==> src/rtl/chacha20_pkg.sv <==
// Shared ChaCha20 constants, sequencer FSM states and the RFC 8439 initial-state builder.
package chacha20_pkg;

  localparam int WORD_W      = 32;
  localparam int STATE_WORDS = 16;
  localparam int STATE_W     = WORD_W * STATE_WORDS;

  localparam logic [WORD_W-1:0] SIGMA0 = 32'h6170_7865;
  localparam logic [WORD_W-1:0] SIGMA1 = 32'h3320_646e;
  localparam logic [WORD_W-1:0] SIGMA2 = 32'h7962_2d32;
  localparam logic [WORD_W-1:0] SIGMA3 = 32'h6b20_6574;

  typedef enum logic [2:0] {
    ST_IDLE,
    ST_LOAD,
    ST_RUN,
    ST_OUT,
    ST_FIN
  } seq_state_e;

  // Word i lands at [32i+31:32i]: sigma, key, counter, nonce.
  function automatic logic [STATE_W-1:0] build_state(
    input logic [255:0]        key,
    input logic [95:0]         nonce,
    input logic [WORD_W-1:0]   ctr
  );
    return {nonce, ctr, key, SIGMA3, SIGMA2, SIGMA1, SIGMA0};
  endfunction

endpackage

==> src/rtl/chacha20_block_sequencer_if.sv <==
// Keystream valid/ready bus between the block sequencer and its consumer.
interface chacha20_block_sequencer_if;
  import chacha20_pkg::*;

  logic               ks_valid;
  logic               ks_ready;
  logic [STATE_W-1:0] ks_data;
  logic               ks_last;

  modport master (output ks_valid, output ks_data, output ks_last, input ks_ready);
  modport slave  (input ks_valid, input ks_data, input ks_last, output ks_ready);

endinterface

==> src/rtl/chacha20_feed_forward.sv <==
// Feed-forward stage: per-word mod 2^32 sum of the initial state and the 20-round output.
module chacha20_feed_forward
  import chacha20_pkg::*;
(
  input  logic [STATE_W-1:0] init_state_i,
  input  logic [STATE_W-1:0] round_out_i,
  output logic [STATE_W-1:0] sum_o
);

  for (genvar i = 0; i < STATE_WORDS; i++) begin : g_word
    assign sum_o[WORD_W*i +: WORD_W] = init_state_i[WORD_W*i +: WORD_W]
                                     + round_out_i[WORD_W*i +: WORD_W];
  end

endmodule

==> src/rtl/chacha20_block_sequencer.sv <==
// Sequences ChaCha20 keystream blocks around a fixed-latency serial encoder.
// Optional macro CHACHA20_CTR_OVERFLOW_EN: stop the job and flag ctr_overflow on counter wrap.
module chacha20_block_sequencer
  import chacha20_pkg::*;
#(
  parameter int ENCODER_LATENCY = 80
) (
  input  logic                clock,
  input  logic                clear,
  input  logic                start,
  input  logic [255:0]        key,
  input  logic [95:0]         nonce,
  input  logic [WORD_W-1:0]   counter_init,
  input  logic [15:0]         num_blocks,
  output logic                busy,
  output logic                enc_set_state,
  output logic [STATE_W-1:0]  enc_round_input,
  input  logic [STATE_W-1:0]  enc_round_output,
  chacha20_block_sequencer_if.master ks,
`ifdef CHACHA20_CTR_OVERFLOW_EN
  output logic                ctr_overflow,
`endif
  output logic                done
);

  localparam int LAT_W = $clog2(ENCODER_LATENCY + 1);
  localparam logic [LAT_W-1:0] LAT_LAST = LAT_W'(ENCODER_LATENCY - 1);

  seq_state_e         state_q, state_d;
  logic [255:0]       key_q, key_d;
  logic [95:0]        nonce_q, nonce_d;
  logic [WORD_W-1:0]  ctr_q, ctr_d;
  logic [15:0]        remain_q, remain_d;
  logic [LAT_W-1:0]   lat_q, lat_d;
  logic [STATE_W-1:0] enc_in_q, enc_in_d;
  logic [STATE_W-1:0] ks_data_q, ks_data_d;
`ifdef CHACHA20_CTR_OVERFLOW_EN
  logic               ovf_q, ovf_d;
`endif

  logic [STATE_W-1:0] init_state;
  logic [STATE_W-1:0] ff_sum;

  // The counter only advances on a handshake, so this is the state of the block in flight.
  assign init_state = build_state(key_q, nonce_q, ctr_q);

  chacha20_feed_forward u_feed_forward (
    .init_state_i (init_state),
    .round_out_i  (enc_round_output),
    .sum_o        (ff_sum)
  );

  always_comb begin
    // NOTE: every _d starts as its _q so no path through the case can infer a latch.
    state_d   = state_q;
    key_d     = key_q;
    nonce_d   = nonce_q;
    ctr_d     = ctr_q;
    remain_d  = remain_q;
    lat_d     = lat_q;
    enc_in_d  = enc_in_q;
    ks_data_d = ks_data_q;
`ifdef CHACHA20_CTR_OVERFLOW_EN
    ovf_d     = ovf_q;
`endif
    unique case (state_q)
      ST_IDLE: begin
        if (start) begin
          key_d    = key;
          nonce_d  = nonce;
          ctr_d    = counter_init;
          remain_d = num_blocks;
`ifdef CHACHA20_CTR_OVERFLOW_EN
          ovf_d    = 1'b0;
`endif
          state_d  = (num_blocks == 16'd0) ? ST_FIN : ST_LOAD;
        end
      end
      ST_LOAD: begin
        enc_in_d = init_state;
        lat_d    = '0;
        state_d  = ST_RUN;
      end
      ST_RUN: begin
        if (lat_q == LAT_LAST) begin
          ks_data_d = ff_sum;
          state_d   = ST_OUT;
        end else begin
          lat_d = lat_q + LAT_W'(1);
        end
      end
      ST_OUT: begin
        if (ks.ks_ready) begin
          remain_d = remain_q - 16'd1;
          ctr_d    = ctr_q + 32'd1;
          if (remain_q == 16'd1) begin
            state_d = ST_FIN;
          end
`ifdef CHACHA20_CTR_OVERFLOW_EN
          else if (ctr_q == '1) begin
            state_d = ST_FIN;
            ovf_d   = 1'b1;
          end
`endif
          else begin
            state_d = ST_LOAD;
          end
        end
      end
      ST_FIN:  state_d = ST_IDLE;
      default: state_d = ST_IDLE;
    endcase
  end

  // NOTE: sequential state uses non-blocking assignments so all registers update together.
  always_ff @(posedge clock) begin
    if (clear) begin
      state_q   <= ST_IDLE;
      key_q     <= '0;
      nonce_q   <= '0;
      ctr_q     <= '0;
      remain_q  <= '0;
      lat_q     <= '0;
      enc_in_q  <= '0;
      ks_data_q <= '0;
`ifdef CHACHA20_CTR_OVERFLOW_EN
      ovf_q     <= 1'b0;
`endif
    end else begin
      state_q   <= state_d;
      key_q     <= key_d;
      nonce_q   <= nonce_d;
      ctr_q     <= ctr_d;
      remain_q  <= remain_d;
      lat_q     <= lat_d;
      enc_in_q  <= enc_in_d;
      ks_data_q <= ks_data_d;
`ifdef CHACHA20_CTR_OVERFLOW_EN
      ovf_q     <= ovf_d;
`endif
    end
  end

  assign busy            = (state_q != ST_IDLE);
  assign enc_set_state   = (state_q == ST_LOAD);
  assign enc_round_input = enc_set_state ? init_state : enc_in_q;
  assign ks.ks_valid     = (state_q == ST_OUT);
  assign ks.ks_data      = ks_data_q;
  assign ks.ks_last      = (state_q == ST_OUT) && (remain_q == 16'd1);
  assign done            = (state_q == ST_FIN);
`ifdef CHACHA20_CTR_OVERFLOW_EN
  assign ctr_overflow    = ovf_q;
`endif

endmodule

==> src/flat_wrapper.sv <==
// flat-port wrapper written by rule: the top's interface ports become plain ports
module chacha20_block_sequencer_flat import chacha20_pkg::*;
#(
  parameter int ENCODER_LATENCY = 80
)
  (clock, clear, start, key, nonce, counter_init, num_blocks, busy, enc_set_state, enc_round_input, enc_round_output, done, ks_ks_valid, ks_ks_data, ks_ks_last, ks_ks_ready);
  chacha20_block_sequencer_if ks_i ();
  input  logic clock;
  input  logic clear;
  input  logic start;
  input  logic [255:0] key;
  input  logic [95:0] nonce;
  input  logic [WORD_W-1:0] counter_init;
  input  logic [15:0] num_blocks;
  output logic busy;
  output logic enc_set_state;
  output logic [STATE_W-1:0] enc_round_input;
  input  logic [STATE_W-1:0] enc_round_output;
  output logic done;
  output wire logic [$bits(ks_i.ks_valid)-1:0] ks_ks_valid;
  output wire logic [$bits(ks_i.ks_data)-1:0] ks_ks_data;
  output wire logic [$bits(ks_i.ks_last)-1:0] ks_ks_last;
  input wire logic [$bits(ks_i.ks_ready)-1:0] ks_ks_ready;
  assign ks_ks_valid = ks_i.ks_valid;
  assign ks_ks_data = ks_i.ks_data;
  assign ks_ks_last = ks_i.ks_last;
  assign ks_i.ks_ready = ks_ks_ready;
  chacha20_block_sequencer #(.ENCODER_LATENCY(ENCODER_LATENCY)) u_core (.clock(clock), .clear(clear), .start(start), .key(key), .nonce(nonce), .counter_init(counter_init), .num_blocks(num_blocks), .busy(busy), .enc_set_state(enc_set_state), .enc_round_input(enc_round_input), .enc_round_output(enc_round_output), .ks(ks_i), .done(done));
endmodule
==> config.mk <==
export PLATFORM = sky130hd
export DESIGN_NAME = chacha20_block_sequencer_flat
export DESIGN_NICKNAME = d
export VERILOG_FILES = /design/src/rtl/chacha20_pkg.sv /design/src/rtl/chacha20_block_sequencer_if.sv /design/src/rtl/chacha20_feed_forward.sv /design/src/rtl/chacha20_block_sequencer.sv /design/src/flat_wrapper.sv
export SDC_FILE = /design/constraint.sdc
export NUM_CORES = 2
export LEC_CHECK = 0
export CORE_AREA = 2 2 750 752
export CTS_BUF_LIST = sky130_fd_sc_hd__clkbuf_16
export CTS_CLUSTER_SIZE = 20
export DETAILED_ROUTE_END_ITERATION = 12
export DIE_AREA = 0 0 752 754
export GPL_TIMING_DRIVEN = 0
export PLACE_DENSITY = 0.38
export REMOVE_ABC_BUFFERS = 1
export SYNTH_ARGS = -nofsm -noshare
export SYNTH_HDL_FRONTEND = slang
export SYNTH_HIERARCHICAL = 1
export SYNTH_SLANG_ARGS = --single-unit
==> constraint.sdc <==
create_clock -name clock -period 10.2 [get_ports clock]
set_input_delay 1.02 -clock clock [delete_from_list [all_inputs] [get_ports clock]]
set_output_delay 1.02 -clock clock [all_outputs]
set_load 0.02 [all_outputs]
* After elaboration in Yosys (flattened, before gate mapping)
Cells that the tools add are included.
** Storage, ports and cells
- Bits in registers :: 1434
- Bits of input ports :: 916
- Output and inout port bits :: 1029
- Logic and storage cells :: 63
** Operators by class
- Add/subtract/negate cells :: 19
- Eq/ne operators :: 10
- Muxes and demuxes :: 15
- Reductions and logical operators :: 11
** Operators by type and width (count)
- two-way mux 512 bit :: 1
- adder 32 bit :: 12
- adder 31 x 32 -> 32 bit, first input constant :: 3
- two-way mux 32 bit :: 2
- case mux 32 bit (2 select lines) :: 1
- adder 30 x 32 -> 32 bit, first input constant :: 1
- adder 32 x 1 -> 32 bit, second input constant :: 1
- two-way mux 16 bit :: 2
- case mux 16 bit (2 select lines) :: 1
- equality test 16 x 1 -> 1 bit, second input constant :: 1
- zero test 16 bit :: 1
- subtractor 16 x 1 -> 16 bit, second input constant :: 1
- two-way mux 3 bit :: 5
- case mux 7 bit (2 select lines) :: 1
- case mux 3 bit (4 select lines) :: 1
- adder 7 x 1 -> 7 bit, second input constant :: 1
- equality test 7 bit, second input constant :: 1
- two-way mux 7 bit :: 1
- equality test 3 x 2 -> 1 bit, second input constant :: 2
- AND reduction 2 bit :: 3
- AND reduction 3 bit :: 2
- != test 2 x 1 -> 1 bit, second input constant :: 2
- != test 2 bit, second input constant :: 2
- nonzero test 2 bit :: 2
- other kinds (5) :: 5

* Depth between registers and ports, before layout
- Depth after elaboration :: 4
- Gate-level depth with buffers :: 14
- Depth with buffers taken out :: 14

* Hierarchy
The synthesis kept the hierarchy.
** By module, submodules not included
- chacha20_block_sequencer :: times used 1, cells an instance 5875, area an instance 51923.5 µm², seq. area each 28707.5 µm²
- chacha20_feed_forward :: times used 1, cells an instance 3213, area an instance 23631.4 µm², seq. area each 0.0 µm²

* Worst setup path before layout
Ideal clock, no wire load.
- Path type :: input port to flip-flop
- Start point :: in enc_round_output[384]
- End point :: reg u_core.ks_data_q[414] (netlist: u_core/ks.ks_data[414])
- Library setup time :: 0.132 ns
- Arrival time :: 3.712 ns
- Data required time :: 10.068 ns
- Setup slack :: 6.356 ns
- Cell stages on the path :: 14
- Buffers on the path :: 0
- Path through :: ha_1 fa_1 a21o_1 a21oi_2 o21a_1 or4_1 a21oi_1 or4_1 a21o_1 a2111oi_4 nor4_1 nand4b_1 nand2_1 a21oi_1
** On the way
- Longest elaborated chain between the ends :: 1
** Ends and longest elaborated chain
- from (decl) :: line flat_wrapper.sv:18 : input logic [STATE_W-1:0] enc_round_output;
- adder 32 bit :: line chacha20_feed_forward.sv:12 : + round_out_i[WORD_W*i +: WORD_W];
- named net u_core.ff_sum[414] :: line chacha20_block_sequencer.sv:42 : logic [STATE_W-1:0] ff_sum;
- to (signal assigned) :: line chacha20_block_sequencer.sv:137 : ks_data_q <= ks_data_d;
- to (decl) :: line chacha20_block_sequencer.sv:36 : logic [STATE_W-1:0] ks_data_q, ks_data_d;
The timed path passes the listed nets, and every way through them passes these cells.
A chain may end at the register's enable or synchronous reset.

* Final worst setup path
- Start point :: reg u_core.state_q[0]
- End point :: out enc_round_input[231]
** On the way
- Longest elaborated chain between the ends :: 2
** Ends and longest elaborated chain
- from (decl) :: line chacha20_block_sequencer.sv:29 : seq_state_e state_q, state_d;
- from (signal assigned) :: line chacha20_block_sequencer.sv:130 : state_q <= state_d;
- equality test 3 x 1 -> 1 bit :: line chacha20_block_sequencer.sv:145 : assign enc_set_state = (state_q == ST_LOAD);
- two-way mux 512 bit
- to (decl) :: line flat_wrapper.sv:17 : output logic [STATE_W-1:0] enc_round_input;
No other way between the ends.

==> results by group <==
Outcome
  • Status: complete, but fails checks
  • Failing checks: capacitance limit, slew limit

Logic synthesis
  • Mapped cell area: 75,600 um2
  • Top_reg_cell synth: dfxtp_1
  • Synth Warn #: 6
  • Post-synth EDFFs: 0
  • Synthesized instance count: 9,088
  • Ys async rst share: 0
  • Seq/Total Area, Yosys: 0.380
  • Register bit total from synthesis: 1,434
  • Synthesized area per cell: 8.31 um2
  • Synth cell types: 99

STA
  • RSZ-0062 raised after global routing: false
  • Max-slew headroom: -0.133
  • Min Tclk post-route: 6.11 ns
  • Final hold violation count: 0
  • Period utilization: 0.599
  • Clk_skew: 0.0459 ns
  • Worst Hold Slack: 0.448 ns
  • Top achievable clock speed: 0.164 GHz
  • Finish-stage setup viols: 0
  • Total Neg Setup Slack: 0 ns
  • Slew Limit Fails: 2
  • Worst Tran Pin Value: 1.69 ns

Global route
  • Antenna violations before repair: 175
  • Total track usage: 0.159
  • Largest net degree at the start of global routing: 119
  • Number of global-route vias before repair: 72,100
  • First-pass GRT wire length: 629,000 um
  • Grt total ovfl: 0

Die
  • Starting Density: 0.135
  • DIE HEIGHT: 754 um
  • Core Rows: 275
  • Ports: 1,945
  • Core area: 559,000 um2
  • Die W: 752 um
  • Die area: 567,000 um2

Critical path
  • Crit end category: output pin
  • Required @ worst endpoint: 9.18 ns
  • Worst-path fanout max: 22
  • Crit start category: flip-flop
  • Critical path arrival: 5.09 ns
  • Critical setup path kind: reg -> out

Placement
  • Port Buf Inserts: 1,944
  • Placed Area: 106,000 um2
  • DP HPWL: 391,000 um
  • Gp weighted congestion: 0.854

Detailed routing
  • # DRC: 0
  • WL final: 475,000 um
  • Met2 WL post-DR: 226,000 um
  • Pre-Repair DR Iteration Count: 6
  • Met3 Wirelength: 40,000 um
  • 1st-iter DRT viols: 3,722
  • Antenna Violating Nets Remaining: 0
  • Vias per Instance: 3.88
  • M1 wire length: 186,000 um
  • Via count: 72,900
  • Wire per inst: 25.2 um
  • Uppermost routed layer: met5

Clock network
  • Resized Gates After CTS: 0
  • CTS Sinks: 1,434
  • CTS buffer count: 210
  • H-tree levels: 4
  • Setup bufs post-CTS: 0
  • Worst-case clock buffer depth: 4
  • Hold Buf Count CTS: 0
  • CTS clock-pin slew for the worst setup and hold paths: 0.06 ns
  • Clock Latency Late Sink: 0.92 ns
  • CTS tree: yes
  • Root Driver: clkbuf_16

Cells and area
  • Fin nets: 12,500
  • Register Area: 28,700 um2
  • Area delta synth->final: 50.1%
  • Ratio of cells with drive above 1 in the final layout: 0.0878
  • Fillers: 62,500
  • Multi-input logic area: 45,100 um2
  • Fin area: 113,000 um2

Power
  • Final Power: 18,800 uW
  • Pleak: 0.0439 uW
  • Peak VDD IR: 127 uV
  • Power Dens Cells: 166 nW/um2

Worst hold path
  • Hold Crit Class: reg -> reg

Flow run
  • Max Cap Viol: 1
-- cells in the mapped netlist, types with 48 or more instances --
cell type / number / area share
nand2b_1: 56 / 0.0046
o21a_1: 75 / 0.0075
nor2_1: 260 / 0.013
o21bai_1: 59 / 0.0059
a21oi_1: 1306 / 0.087
and3_1: 58 / 0.0048
ha_1: 500 / 0.083
nor2b_1: 132 / 0.011
mux2_2: 385 / 0.057
nand4_1: 59 / 0.0049
or2_2: 74 / 0.0061
xor2_1: 153 / 0.018
clkbuf_1: 334 / 0.017
nand2_1: 1960 / 0.097
dfxtp_1: 1434 / 0.38
nor3_1: 64 / 0.0042
xnor2_1: 307 / 0.036
a31oi_1: 48 / 0.0040
o21ai_0: 219 / 0.015
and2_1: 535 / 0.044
nand3_1: 89 / 0.0059
inv_1: 101 / 0.0050
buf_2: 123 / 0.0081
a21o_1: 281 / 0.028
-- per-layer routing --
metal | up-vias | GRT usage
met1 | 34700 | 0.178
met5 | - | 0
met2 | 2160 | 0.272
met3 | 630 | 0.0567
li1 | 35300 | -
met4 | 74 | 0.0708
-- placed cells by master (no fill, tap or decap), drive strengths merged, types with 59 or more instances in the layout --
| cell type | count |
|---|---|
| clkdlybuf4s50 | 1943 |
| mux2 | 385 |
| o21a | 75 |
| and2 | 535 |
| ha | 500 |
| o21ai | 233 |
| nor2 | 260 |
| a21oi | 1309 |
| nand2 | 1960 |
| clkbuf | 213 |
| diode | 71 |
| buf | 184 |
| nor3 | 67 |
| nor2b | 132 |
| inv | 146 |
| and3 | 60 |
| nand4 | 59 |
| dfxtp | 1434 |
| conb | 132 |
| or2 | 76 |
| xor2 | 153 |
| o21bai | 59 |
| a21o | 281 |
| xnor2 | 307 |
| nand3 | 89 |
| clkinv | 90 |
-- layout make-up --
class	instances	area share
flip-flops and latches	1434	0.253
diodes	71	0.00157
well taps	7479	0.0825
clock inverters	167	0.0135
inverters	102	0.00344
multi-input cells	7207	0.398
clock buffers	213	0.0470
repair buffers	2127	0.201
-- cells by family after synthesis --
logic type / Yosys count / share of synthesized area
AO/OA/AOI/OAI: 2317 / 0.184
XOR/XNOR: 460 / 0.0533
adder cells (fa/ha/maj): 516 / 0.0870
buffers and inverters: 577 / 0.0307
flip-flops: 1434 / 0.380
multiplexers: 390 / 0.0580
other: 2 / 0.0000994
AND/OR/NAND/NOR: 3392 / 0.207
-- registers in the layout, summed over array words and instances (netlist names) --
signal             flops
u_core/key_q         256
u_core/state_q         3
u_core/lat_q           7
u_core/remain_q       16
u_core/ctr_q          32
u_core/ks.ks_data    512
u_core/nonce_q        96
u_core/enc_in_q      512
-- power by group --
part / switching [uW] / internal [uW]
clock network: 3140 / 4400
registers: 297 / 5880
logic: 2910 / 2220
total: 6350 / 12500
-- through the flow --
stage	instances	worst slack, ns	utilization
final	18800	4.09	0.203
after global routing	18800	3.84	0.203
after CTS	18700	3.94	0.203
after detailed placement	18300	4.08	0.190
after global placement	18200	-126.65	0.184
after floorplan	8743	-29.55	-
-- worst paths after layout --
path	from	end	slack (ns)	cells after the start
max reg2reg	u_core/key_q[164]	u_core/ks.ks_data[319]	5.23	13
max	u_core/state_q[0]	enc_round_input[231]	4.09	14
min	u_core/enc_in_q[27]	u_core/enc_in_q[27]	0.45	1
min reg2reg	u_core/enc_in_q[27]	u_core/enc_in_q[27]	0.45	1
-- critical path: stages (launching register included) --
cell and delay [ns]:
dfxtp_1 0.54, inv_1 0.23, nor3_4 0.45, buf_16 0.23
buf_16 0.17, buf_8 0.20, buf_16 0.18, buf_8 0.17
buf_16 0.17, buf_16 0.17, buf_16 0.17, buf_16 0.18
buf_16 0.18, mux2_2 0.41, clkdlybuf4s50_1 0.60
Power figures use the tool's default switching activity.
